[src/rtl/eq_band_mixer.sv]
// Five-band equalizer mixer: per-band Q2.14 gains (double-buffered) applied to Q1.15
// band samples through one time-multiplexed MAC, then rounded and saturated to Q1.15.
module eq_band_mixer #(
    parameter int NBANDS = 5,
    parameter int DW     = 16,
    parameter int GW     = 16,
    parameter int ACCW   = 36
) (
    input  logic                 clk,
    input  logic                 rst_n,
    input  logic                 in_valid,
    output logic                 in_ready,
    input  logic [NBANDS*DW-1:0] bands_in,
    input  logic                 gain_we,
    input  logic [2:0]           gain_addr,
    input  logic [GW-1:0]        gain_wdata,
    output logic                 out_valid,
    input  logic                 out_ready,
    output logic [DW-1:0]        data_out,
    output logic                 sat_flag
);

    localparam int SW   = (NBANDS > 1) ? $clog2(NBANDS) : 1;
    localparam int FRAC = GW - 2;
    localparam logic [3:0] NB4 = 4'(NBANDS);
    localparam logic signed [ACCW-1:0] RND = {{(ACCW-FRAC){1'b0}}, 1'b1, {(FRAC-1){1'b0}}};
    localparam logic [GW-1:0] UNITY = {2'b01, {(GW-2){1'b0}}};

    typedef enum logic [1:0] {IDLE = 2'd0, MAC = 2'd1, OUT = 2'd2} state_t;

    state_t                 r_state;
    state_t                 w_state_next;
    logic                   r_in_ready;
    logic                   r_out_valid;
    logic [DW-1:0]          r_data_out;
    logic                   r_sat_flag;
    logic [GW-1:0]          r_stage  [NBANDS];
    logic [GW-1:0]          r_active [NBANDS];
    logic [DW-1:0]          r_band   [NBANDS];
    logic signed [ACCW-1:0] r_acc;
    logic [3:0]             r_idx;

    logic [SW-1:0]          w_sel;
    logic signed [DW-1:0]   w_band_sel;
    logic signed [GW-1:0]   w_gain_sel;
    logic signed [DW+GW-1:0] w_prod;
    logic signed [ACCW-1:0] w_prod_ext;
    logic signed [ACCW-1:0] w_rnd_sum;
    logic signed [ACCW-1:0] w_shift;
    logic [ACCW-DW:0]       w_hi;
    logic [DW-1:0]          w_res;
    logic                   w_sat;

    assign in_ready  = r_in_ready;
    assign out_valid = r_out_valid;
    assign data_out  = r_data_out;
    assign sat_flag  = r_sat_flag;

    assign w_sel      = (r_idx < NB4) ? r_idx[SW-1:0] : {SW{1'b0}};
    assign w_band_sel = r_band[w_sel];
    assign w_gain_sel = r_active[w_sel];
    assign w_prod     = w_band_sel * w_gain_sel;
    assign w_prod_ext = {{(ACCW-DW-GW){w_prod[DW+GW-1]}}, w_prod};
    assign w_rnd_sum  = r_acc + RND;
    assign w_shift    = w_rnd_sum >>> FRAC;
    assign w_hi       = w_shift[ACCW-1:DW-1];

    // Round-half-up result clipped to the Q1.15 range.
    always_comb begin
        w_res = w_shift[DW-1:0];
        w_sat = 1'b0;
        if ((&w_hi) || (~|w_hi)) begin
            w_res = w_shift[DW-1:0];
            w_sat = 1'b0;
        end else if (w_shift[ACCW-1]) begin
            w_res = {1'b1, {(DW-1){1'b0}}};
            w_sat = 1'b1;
        end else begin
            w_res = {1'b0, {(DW-1){1'b1}}};
            w_sat = 1'b1;
        end
    end

    // Next-state logic.
    always_comb begin
        w_state_next = r_state;
        case (r_state)
            IDLE: begin
                if (in_valid) w_state_next = MAC;
                else          w_state_next = IDLE;
            end
            // One extra MAC cycle at idx==NBANDS turns the finished sum into the output.
            MAC: begin
                if (r_idx == NB4) w_state_next = OUT;
                else              w_state_next = MAC;
            end
            OUT: begin
                if (out_ready) w_state_next = IDLE;
                else           w_state_next = OUT;
            end
            default: w_state_next = IDLE;
        endcase
    end

    // State register and registered handshake flags.
    always_ff @(posedge clk or negedge rst_n) begin
        if (!rst_n) begin
            r_state     <= IDLE;
            r_in_ready  <= 1'b1;
            r_out_valid <= 1'b0;
        end else begin
            r_state     <= w_state_next;
            r_in_ready  <= (w_state_next == IDLE);
            r_out_valid <= (w_state_next == OUT);
        end
    end

    // Gain staging, sample capture, accumulation and result registers.
    always_ff @(posedge clk or negedge rst_n) begin
        if (!rst_n) begin
            for (int b = 0; b < NBANDS; b++) begin
                r_stage[b]  <= UNITY;
                r_active[b] <= UNITY;
                r_band[b]   <= {DW{1'b0}};
            end
            r_acc      <= {ACCW{1'b0}};
            r_idx      <= 4'd0;
            r_data_out <= {DW{1'b0}};
            r_sat_flag <= 1'b0;
        end else begin
            if (gain_we && ({1'b0, gain_addr} < NB4)) begin
                r_stage[gain_addr[SW-1:0]] <= gain_wdata;
            end
            case (r_state)
                IDLE: begin
                    if (in_valid) begin
                        for (int b = 0; b < NBANDS; b++) begin
                            r_band[b]   <= bands_in[b*DW +: DW];
                            r_active[b] <= r_stage[b];
                        end
                        r_acc <= {ACCW{1'b0}};
                        r_idx <= 4'd0;
                    end
                end
                MAC: begin
                    if (r_idx == NB4) begin
                        r_data_out <= w_res;
                        r_sat_flag <= w_sat;
                    end else begin
                        r_acc <= r_acc + w_prod_ext;
                        r_idx <= r_idx + 4'd1;
                    end
                end
                OUT: begin
                    r_idx <= r_idx;
                end
                default: begin
                    r_idx <= 4'd0;
                end
            endcase
        end
    end

endmodule

[config.mk]
export PLATFORM = sky130hd
export DESIGN_NAME = eq_band_mixer
export DESIGN_NICKNAME = d
export VERILOG_FILES = /design/src/rtl/eq_band_mixer.sv
export SDC_FILE = /design/constraint.sdc
export NUM_CORES = 1
export LEC_CHECK = 0
export BUFFER_PORTS_ARGS = -buffer_cell sky130_fd_sc_hd__buf_2
export CAP_MARGIN = 15
export CORE_MARGIN = 4
export CORE_UTILIZATION = 55
export DETAILED_ROUTE_END_ITERATION = 10
export PLACE_DENSITY = 0.77
export SLEW_MARGIN = 20
export SYNTH_ARGS = -nofsm -noshare
export SYNTH_HDL_FRONTEND = slang
export SYNTH_SLANG_ARGS = --single-unit
[constraint.sdc]
create_clock -name clk -period 10.05 [get_ports clk]
set_input_delay 0 -clock clk [delete_from_list [all_inputs] [get_ports clk]]
set_output_delay 0 -clock clk [all_outputs]
set_load 0.005 [all_outputs]
======== Yosys cells after proc, flatten, opt, wreduce, memory -nomap -nowiden ========
Index checks and enable logic that the tools add are counted.
cells by class
  add/subtract/negate cells ............... 3
  multipliers ............................. 1
  $lt $le $gt $ge ......................... 5
  eq/ne operators ......................... 6
  mux-type cells .......................... 23
  bitwise logic cells ..................... 3
  reductions and logical operators ........ 13
operators with widths
  kind                                                                   count
  16-bit two-way mux                                                     7
  16-bit binary-select mux with 3-bit select                             2
  80-bit bitwise mux                                                     1
  36-bit two-way mux                                                     2
  36-bit case mux with 2 select lines                                    1
  16-bit demux with 3-bit select                                         1
  36-bit by 15-bit adder with 36-bit output, second input constant       1
  36-bit by 32-bit adder with 36-bit output                              1
  16-bit by 16-bit multiplier with 32-bit output                         1
  4-bit case mux with 3 select lines                                     1
  4-bit greater-or-equal comparator, second input constant               2
  4-bit two-way mux                                                      2
  3-bit inverter with 4-bit output                                       2
  7-bit AND reduction                                                    1
  7-bit OR reduction                                                     1
  2-bit case mux with 3 select lines                                     1
  3-bit AND reduction                                                    2
  4-bit by 1-bit adder with 4-bit output, second input constant          1
  2-bit equality test, second input constant                             2
  4-bit by 3-bit equality test with 1-bit output, second input constant  1
  2-bit logical NOT                                                      2
  4-bit by 1-bit < comparator with 1-bit output, second input constant   1
  4-bit by 3-bit < comparator with 1-bit output, second input constant   1
  2-bit two-way mux                                                      2
  other kinds (11)                                                       15
word-level totals
  register bits ........................... 301
  input bits .............................. 104
  output and inout port bits .............. 19
  word-level logic and storage cells ...... 76

======== Logic depth before layout (Yosys ltp) ========
Gate-level depths: netlist of run 1.
  word-level depth ........................ 10
  gate-level depth with buffers ........... 32
  depth with buffers taken out ............ 29

======== Worst setup path after synthesis of run 1 ========
No wires, ideal clock.
  path type ............................... register to register
  start ................................... register r_idx[0]
  end ..................................... register r_acc[29]
  setup time .............................. 121 ps
  arrival ................................. 7,587 ps
  required time ........................... 9,929 ps
  setup slack ............................. 2,342 ps
  cell stages (with the launch flop) ...... 33
  path buffers ............................ 4
  clock period less this slack ............ 7,708 ps
  cells stage by stage .................... dfrtp_1 -> inv_1 -> ha_1 -> and2b_1 -> nor2_1 -> nand2_1 -> buf_2 -> clkbuf_1 -> nand2_1 -> nand3_1 -> a32o_1 -> clkbuf_1 -> nand2_1 -> fa_1 -> inv_1 -> fa_1 -> inv_1 -> fa_1 -> inv_1 -> fa_1 -> fa_1 -> inv_1 -> fa_1 -> inv_1 -> ha_1 -> clkbuf_1 -> and3_1 -> a221oi_1 -> o21ai_0 -> a22oi_1 -> o311ai_1 -> a2111o_1 -> a22o_1
between the ends
  word-level cells in the longest chain between the ends .. 10
  elaborated cells between the ends (all ways) .. 16
  classes of those cells .................. 1 x add/sub; 1 x mul; 1 x order compare; 2 x eq/ne; 9 x mux; 1 x bitwise; 1 x reduce/logical
RTL lines
  element                                                               line    RTL
  start, declared                                                       41      logic [3:0] r_idx;
  start signal, assigned                                                151     r_idx <= r_idx + 4'd1;
  start signal, assigned                                                155     r_idx <= r_idx;
  4-bit by 3-bit < comparator with 1-bit output                         59      assign w_sel = (r_idx < NB4) ? r_idx[SW-1:0] : {SW{1'b0}};
  3-bit two-way mux                                                     59
  3-bit inverter with 4-bit output (not written as such)                60, 61
  16-bit binary-select mux with 3-bit select, on equally long branches  60, 61
  16-bit two-way mux, on equally long branches (2 in a row)             60, 61
  16-bit by 16-bit multiplier with 32-bit output                        62      assign w_prod = w_band_sel * w_gain_sel;
  36-bit by 32-bit adder with 36-bit output                             150     r_acc <= r_acc + w_prod_ext;
  36-bit two-way mux                                                    146     if (r_idx == NB4) begin
  36-bit case mux with 2 select lines                                   134     case (r_state)
  end signal, assigned                                                  126     r_acc <= {ACCW{1'b0}};
  end signal, assigned                                                  141     r_acc <= {ACCW{1'b0}};
  end signal, assigned                                                  150
  end, declared                                                         40      logic signed [ACCW-1:0] r_acc;
Parallel ways exist; a longest one is shown, timed or not. The select of a mux whose other input is x is not followed.
A chain may end at the register's enable or synchronous reset.

======== Worst setup path after layout of run 1 ========
  start ................................... register r_idx[1]
  end ..................................... register r_acc[30]
Same word-level chain as after synthesis.

==> implementation parameters, run 1 <==
Parameter                              Value

Run status
  Result of the run    finished, final reports clean

Timing
  Relative slew slack    between 20% and 30%
  Setup repair after global routing missed its margin    false
  Max frequency    about 0.11 GHz
  Transition time at the pin with the least slew margin    1.10 ns
  Setup violations, final    0
  Clock period minus worst slack    between 9 and 10 ns
  Maximum clock skew at final layout    0.0306 ns
  Number of max-slew violations in the final report    0
  Final hold violation count    0
  Total negative setup slack    0 ns
  Fraction of the cycle the final worst path needs    ~94%

Drt
  Routed wire length    about 70,000 µm
  Antenna violation net count after detailed routing    0
  DRC violation total after the first TritonRoute iteration    between 2k and 2.5k
  Number of vias per cell after detailed routing    5.77
  Detailed-route via count    around 20k
  WL per Instance    about 20 µm
  Number of iterations in the first detailed-routing pass    6
  DRC violation count after routing    0

Synth
  Synth area leader    sky130_fd_sc_hd__dfrtp_1
  Share of synthesized area occupied by flip-flops and latches    just over 30%
  Library cell with the highest instance count after synthesis    sky130_fd_sc_hd__nand2_1
  Leading cell types by total area after synthesis    sky130_fd_sc_hd__dfrtp_1 29%, sky130_fd_sc_hd__fa_1 25%, sky130_fd_sc_hd__nand2_1 11%
  Cell area after synthesis    between 0.02 and 0.025 mm²
  Syn avg cell area    9.33 µm²
  Number of enable-type register cells in the synthesized netlist    0
  Yosys warning count    0
  Post-synth top cells    702 x sky130_fd_sc_hd__nand2_1, 387 x sky130_fd_sc_hd__inv_1, 314 x sky130_fd_sc_hd__fa_1
  Net count of the mapped netlist    3,187
  Primary FF master, synth    sky130_fd_sc_hd__dfrtp_1
  #FFs+latches synth    301
  Netlist cell types    69
  Yosys top cell area share    29.3%
  Number of instances in the synthesized netlist    between 2k and 3k
  Share of synthesized registers carrying an async set or reset    100%

Worst setup path
  Crit path DAT    between 9 and 10 ns
  Required time of the worst setup path    between 10 and 15 ns
  Critical path class    reg2reg
  Category of the worst setup path capture point    register
  Startpoint types    register
  Worst-path maximum fanout    31

Min path
  Type of the tightest min-delay check    in2async

Clock tree
  Number of buffers added by the clock tree synthesis step    36
  TritonCTS clock tree    yes
  Root Driver    sky130_fd_sc_hd__clkbuf_16
  Post-CTS Setup Inserts    0
  Maximum number of buffers from clock root to sink    3
  Reg clk slew, reported paths    ~0.06 ns
  Cts repair resizes    0
  Clock latency at the later pin of the worst-skew pair    slightly below 0.6 ns
  Sink Count    roughly 300
  H-tree depth reported by CTS    2

Placed design
  Number of port buffers    around 120
  GPL Wtd Cong    between 1 and 1.5
  Half-perimeter wire length after placement    about 50,000 µm

GRT
  Antenna violations before repair    4
  Total congestion overflow    0
  Vias in the first global route    ~21k
  Maximum number of pins on one net before global-route repair    170
  Wire length of the first global-routing pass    roughly 110,000 µm
  Total global-route track usage    29.7%

Floorplan
  Width of the chip    around 220 µm
  Die Y    220 µm
  Floorplan die area    between 0.04 and 0.05 mm²
  FP Rows    between 70 and 80
  Floorplan core area    around 0.044 mm²
  Initial Utilization    around 56%
  I/O pin total    about 120

Layout
  Fraction of layout instances using a drive strength above 1    a little under an eighth
  Number of nets in the layout    3,370
  Area growth syn-to-layout    14.6%

Flow run
  Max cap viols    0
[layout by cell type, fill, tap and decap left out, types with 6 or more instances in the layout]
cell                            count
sky130_fd_sc_hd__clkbuf_1           6
sky130_fd_sc_hd__o211ai_1           7
sky130_fd_sc_hd__nand2b_1           9
sky130_fd_sc_hd__ha_1             111
sky130_fd_sc_hd__a21oi_1           37
sky130_fd_sc_hd__o31ai_1           11
sky130_fd_sc_hd__nand3_1           64
sky130_fd_sc_hd__a32o_1            24
sky130_fd_sc_hd__inv_1            387
sky130_fd_sc_hd__a32oi_1           23
sky130_fd_sc_hd__a21o_1            12
sky130_fd_sc_hd__and2_1            20
sky130_fd_sc_hd__fa_1             314
sky130_fd_sc_hd__xnor2_1           30
sky130_fd_sc_hd__a221o_1           45
sky130_fd_sc_hd__nand2_1          700
sky130_fd_sc_hd__dlygate4sd3_1     99
sky130_fd_sc_hd__buf_2            121
sky130_fd_sc_hd__nor3_1             8
sky130_fd_sc_hd__diode_2            7
sky130_fd_sc_hd__xor2_1            20
sky130_fd_sc_hd__buf_4             38
sky130_fd_sc_hd__a211oi_1           8
sky130_fd_sc_hd__nand4_1           11
sky130_fd_sc_hd__o21ai_0           51
sky130_fd_sc_hd__dfstp_2           11
sky130_fd_sc_hd__dfrtp_1          290
sky130_fd_sc_hd__and3_1            15
sky130_fd_sc_hd__nor2_1           156
sky130_fd_sc_hd__clkbuf_16         36
sky130_fd_sc_hd__mux2_2            80
[final timing paths]
check,from,slack [ns],endpoint,cells past startpoint
setup / recovery,r_idx[1]$_DFFE_PN0P_,0.64,r_acc[30]$_DFFE_PN0P_,27
setup reg to reg,r_idx[1]$_DFFE_PN0P_,0.64,r_acc[30]$_DFFE_PN0P_,27
min in group clk,gain_addr[0],0.04,r_stage[10]$_DFFE_PN0P_,3
max in group asynchronous,rst_n,8.64,r_stage[7]$_DFFE_PN0P_,3
hold reg to reg,r_stage[30]$_DFFE_PN1P_,0.45,r_active[30]$_DFFE_PN1P_,2
hold / removal,rst_n,0.02,r_band[8]$_DFFE_PN0P_,2
[routing by layer]
| metal | share of wire, % | global-route usage, % | up-vias |
|---|---|---|---|
| met5 | 0 | 0 | - |
| met4 | 5.7 | 14.6 | 0 |
| met3 | 8.2 | 5.48 | 230 |
| met2 | 48 | 48.9 | 974 |
| met1 | 38 | 38.1 | 9994 |
| li1 | - | - | 8814 |
[flip-flops by register name, summed over array words and instances (netlist names)]
register,flops
r_stage,80
r_state,2
in_ready,1
data_out,16
r_band,80
r_acc,36
r_active,80
r_idx,4
sat_flag,1
out_valid,1
[cell type report]
| class | count | area, µm² |
|---|---|---|
| fill | 3462 | 16000 |
| multi-input combinational | 1851 | 15400 |
| sequential | 301 | 7550 |
| timing repair buffer | 264 | 1990 |
| inverter | 387 | 1450 |
| clock buffer | 46 | 978 |
| tap | 592 | 741 |
| clock inverter | 19 | 304 |
| antenna | 7 | 17.5 |
[cells by family after synthesis]
family / share of synthesized area (%)
compound gates: 8.43
mux: 3.79
fa+ha+maj: 30.9
buf+inv: 7.81
flops: 30.4
xor+xnor: 1.77
simple gates: 16.8
[critical path, stage by stage (launching register included)]
cell and delay (ns):
sky130_fd_sc_hd__dfrtp_1 0.52, sky130_fd_sc_hd__inv_1 0.21, sky130_fd_sc_hd__ha_1 0.30, sky130_fd_sc_hd__and2b_1 0.27
sky130_fd_sc_hd__nor2_1 0.20, sky130_fd_sc_hd__nand2_2 0.50, sky130_fd_sc_hd__buf_4 0.40, sky130_fd_sc_hd__a221o_1 0.34
sky130_fd_sc_hd__a32oi_1 0.86, sky130_fd_sc_hd__nor2_1 0.17, sky130_fd_sc_hd__fa_1 0.57, sky130_fd_sc_hd__inv_1 0.05
sky130_fd_sc_hd__fa_1 0.45, sky130_fd_sc_hd__fa_1 0.51, sky130_fd_sc_hd__inv_1 0.05, sky130_fd_sc_hd__fa_1 0.50
sky130_fd_sc_hd__fa_1 0.50, sky130_fd_sc_hd__inv_1 0.05, sky130_fd_sc_hd__fa_1 0.48, sky130_fd_sc_hd__inv_1 0.04
sky130_fd_sc_hd__ha_1 0.36, sky130_fd_sc_hd__and4_1 0.23, sky130_fd_sc_hd__o31ai_1 0.30, sky130_fd_sc_hd__o21ai_1 0.25
sky130_fd_sc_hd__a211o_1 0.39, sky130_fd_sc_hd__and3_1 0.18, sky130_fd_sc_hd__or3_1 0.31, sky130_fd_sc_hd__a32o_1 0.27
[per-stage QoR]
| step | std cells | utilization (%) | hold WS (ns) | setup slack [ns] | cell area [µm²] |
|---|---|---|---|---|---|
| 2_1_floorplan | 2658 | - | -0.296 | 2.34 | 24800 |
| 3_3_place_gp | 3292 | 58.7 | 0.188 | 1.18 | 26100 |
| 3_5_place_dp | 3294 | 58.8 | 0.194 | 0.945 | 26100 |
| 4_1_cts | 3458 | 63.9 | 0.0143 | 0.833 | 28400 |
| 5_1_grt | 3464 | 64.0 | 0.0489 | 0.373 | 28400 |
| 6_report | 3467 | 64.0 | 0.0201 | 0.645 | 28400 |
[timing repair]
action                                  in CTS  in global routing
endpoints found under the setup margin       0                  0
hold endpoints to repair                   298                  0
hold buffers                                99                  0
Power of run 1 is left out: the tool's default activity adds up to more than one toggle a clock period on the data nets, which glitch-free logic cannot reach.
==> run 2, diff against run 1 <==
--- a/config.mk
+++ b/config.mk
@@ -10,7 +10,7 @@
 export CORE_MARGIN = 4
 export CORE_UTILIZATION = 55
 export DETAILED_ROUTE_END_ITERATION = 10
-export PLACE_DENSITY = 0.77
+export PLACE_DENSITY = 0.8
 export SLEW_MARGIN = 20
 export SYNTH_ARGS = -nofsm -noshare
 export SYNTH_HDL_FRONTEND = slang
==> constraint.sdc (replaced) <==
create_clock -name clk -period 8.2 [get_ports clk]
set_input_delay 0 -clock clk [delete_from_list [all_inputs] [get_ports clk]]
set_output_delay 0 -clock clk [all_outputs]
set_load 0.05 [all_outputs]
==> run 2 against run 1 <==
Effect of this change: core utilization rose by 1.5 points; clock skew shrank 0.011 ns; via count increased by 1.7%; critical path type unchanged; highest routed layer unchanged.
==> implementation parameters, run 2 (synthesis gave the netlist of run 1 again) <==
Parameter                              Value

Worst setup path
  Total buffers and inverters traversed by the critical path    9
  Worst-path maximum fanout    13
  Endpoint of the most critical register-to-register path    r_acc[30]$_DFFE_PN0P_
  Critical path class    reg2reg
  Startpoint types    register
  Category of the worst setup path capture point    register
  Worst-case reg-to-reg path depth    30
  Required time of the worst setup path    roughly 8.6 ns
  Crit path DAT    8.47 ns
  RR Startpoint    r_idx[0]$_DFFE_PN0P_
  Slowest stage cell on the critical path    sky130_fd_sc_hd__fa_1
  Stage delay of the slowest cell on the critical path    around 0.55 ns
  Cell class contributing the biggest share of worst-path delay    adder cells
  Worst setup slack for register-to-register paths    approximately 0.17 ns
  Most common cell on crit path    sky130_fd_sc_hd__fa_1

Clock tree
  H-tree depth reported by CTS    2
  Root Driver    sky130_fd_sc_hd__clkbuf_16
  Number of buffers added by the clock tree synthesis step    35
  Clock latency at the later pin of the worst-skew pair    about 0.55 ns
  Reg clk slew, reported paths    approximately 0.06 ns
  Maximum number of buffers from clock root to sink    3
  Sink Count    301
  TritonCTS clock tree    yes

Min path
  Number of cells on the worst hold path    3
  Hold wc startpoint    gain_addr[2]
  Endpoint of the worst hold-timing path    r_stage[48]$_DFFE_PN0P_
  Type of the tightest min-delay check    in2reg

GRT
  Total global-route track usage    between 30% and 40%
  Vias in the first global route    ~21k
  Wire length of the first global-routing pass    about 110,000 µm
  Total congestion overflow    0
  Antenna violations before repair    5
  Maximum number of pins on one net before global-route repair    between 150 and 200

Timing
  Maximum clock skew at final layout    between 0.015 and 0.02 ns
  Number of max-slew violations in the final report    0
  Fraction of the cycle the final worst path needs    a little over nine tenths
  Worst slack on hold paths    between 0.04 and 0.05 ns
  Max frequency    between 0.1 and 0.15 GHz
  Transition time at the pin with the least slew margin    1.17 ns
  Setup violations, final    0
  Clock period minus worst slack    around 8 ns
  Relative slew slack    around 22%
  Final hold violation count    0

Layout
  Most common cell after layout, fill and taps aside    sky130_fd_sc_hd__nand2_1
  Area growth syn-to-layout    17.4%
  Number of nets in the layout    3,437
  Fraction of layout instances using a drive strength above 1    between 10 and 15%
  Most frequent cells in the layout    700 x sky130_fd_sc_hd__nand2_1, 387 x sky130_fd_sc_hd__inv_1, 313 x sky130_fd_sc_hd__fa_1
  Regs by FF count    r_active (80), r_band (80), r_stage (80)

Drt
  Top routing layer used    met4
  Detailed-route via count    20.4k
  DRC violation total after the first TritonRoute iteration    1,890
  DRC violation count after routing    0
  Detailed-routed wire length on met3    5560 µm
  Routed wire length    approximately 71,000 µm
  Amount of wire on met2 after detailed routing    around 35,000 µm
  Met1 routed wirelength after detailed routing    between 20,000 and 30,000 µm
  Antenna violation net count after detailed routing    0
  WL per Instance    roughly 20 µm
  Number of vias per cell after detailed routing    5.77
  Number of iterations in the first detailed-routing pass    6

Placed design
  Half-perimeter wire length after placement    roughly 50,000 µm
  GPL Wtd Cong    1.00
  Number of port buffers    between 100 and 150

Floorplan
  Width of the chip    between 200 and 250 µm
  FP Rows    77
  Die Y    approximately 220 µm
  I/O pin total    roughly 120
  Initial Utilization    between 50% and 60%
  Floorplan die area    roughly 0.05 mm²
  Floorplan core area    ~0.044 mm²

Flow run
  Max cap viols    0

Run status
  Result of the run    finished, final reports clean
run 2: cell types whose count changed in the layout (fill, tap and decap cells not counted), moves of 3 or more:
cell,delta
sky130_fd_sc_hd__a32o_1,-4
sky130_fd_sc_hd__a32oi_2,+3
sky130_fd_sc_hd__a32oi_1,-4
sky130_fd_sc_hd__nor2_1,-3
sky130_fd_sc_hd__a32o_2,+4
sky130_fd_sc_hd__buf_6,+5
sky130_fd_sc_hd__buf_4,+59
sky130_fd_sc_hd__diode_2,-3
sky130_fd_sc_hd__buf_12,+6
sky130_fd_sc_hd__inv_6,-3
run 2: what timing repair did:
action,4_1_cts,5_1_grt
endpoints found under the hold margin,281,0
gates resized for setup,4,30
gates cloned,0,1
pin swaps,0,4
buffers inserted,0,12
endpoints found under the setup margin,5,12
hold buffers,99,0
run 2: area by class of cell:
| type | count | area [µm²] |
|---|---|---|
| timing repair buffer | 331 | 2560 |
| clock inverter | 17 | 292 |
| antenna | 4 | 10.0 |
| inverter | 387 | 1450 |
| fill | 3353 | 15300 |
| multi-input combinational | 1852 | 15500 |
| sequential | 301 | 7550 |
| tap | 592 | 741 |
| clock buffer | 46 | 977 |
run 2: worst max path at each step:
stage / startpoint / end / slack [ns] / cells after the start
after detailed placement: r_idx[0]$_DFFE_PN0P_ / r_acc[29]$_DFFE_PN0P_ / -0.19 / 27
after global placement: r_idx[0]$_DFFE_PN0P_ / r_acc[30]$_DFFE_PN0P_ / 0.07 / 27
final: r_idx[0]$_DFFE_PN0P_ / r_acc[30]$_DFFE_PN0P_ / 0.17 / 30
after global routing: r_idx[0]$_DFFE_PN0P_ / r_acc[30]$_DFFE_PN0P_ / -0.01 / 30
after floorplan: r_idx[0]$_DFFE_PN0P_ / r_acc[29]$_DFFE_PN0P_ / 0.49 / 32
after CTS: r_idx[0]$_DFFE_PN0P_ / r_acc[29]$_DFFE_PN0P_ / 0.03 / 27
run 2: worst reg2reg max path, delay by kind of cell (launching register included):
family	cells	cell delay [ns]
AND/OR/NAND/NOR	7	1.36
adder cells (fa/ha/maj)	8	3.58
buffers and inverters	9	0.97
AO/OA/AOI/OAI	6	1.63
flip-flops	1	0.38
run 2: stage by stage:
stage | area [µm²] | cells | setup slack, ns | TNS (ns) | utilization, %
final | 29100 | 3530 | 0.167 | 0 | 65.5
after global routing | 29100 | 3530 | -0.0116 | -0.0116 | 65.5
after CTS | 28800 | 3513 | 0.0320 | 0 | 64.9
after detailed placement | 26600 | 3351 | -0.194 | -0.604 | 59.8
after global placement | 26600 | 3351 | 0.0651 | 0 | 59.8
after floorplan | 24800 | 2658 | 0.492 | 0 | -
run 2: per-layer routing:
layer | track usage (%) | vias up
li1 | - | 8945
met1 | 38.9 | 10200
met2 | 50.3 | 942
met3 | 5.96 | 249
met4 | 12.9 | 0
met5 | 0 | -
Power of run 2 is left out for the same reason.
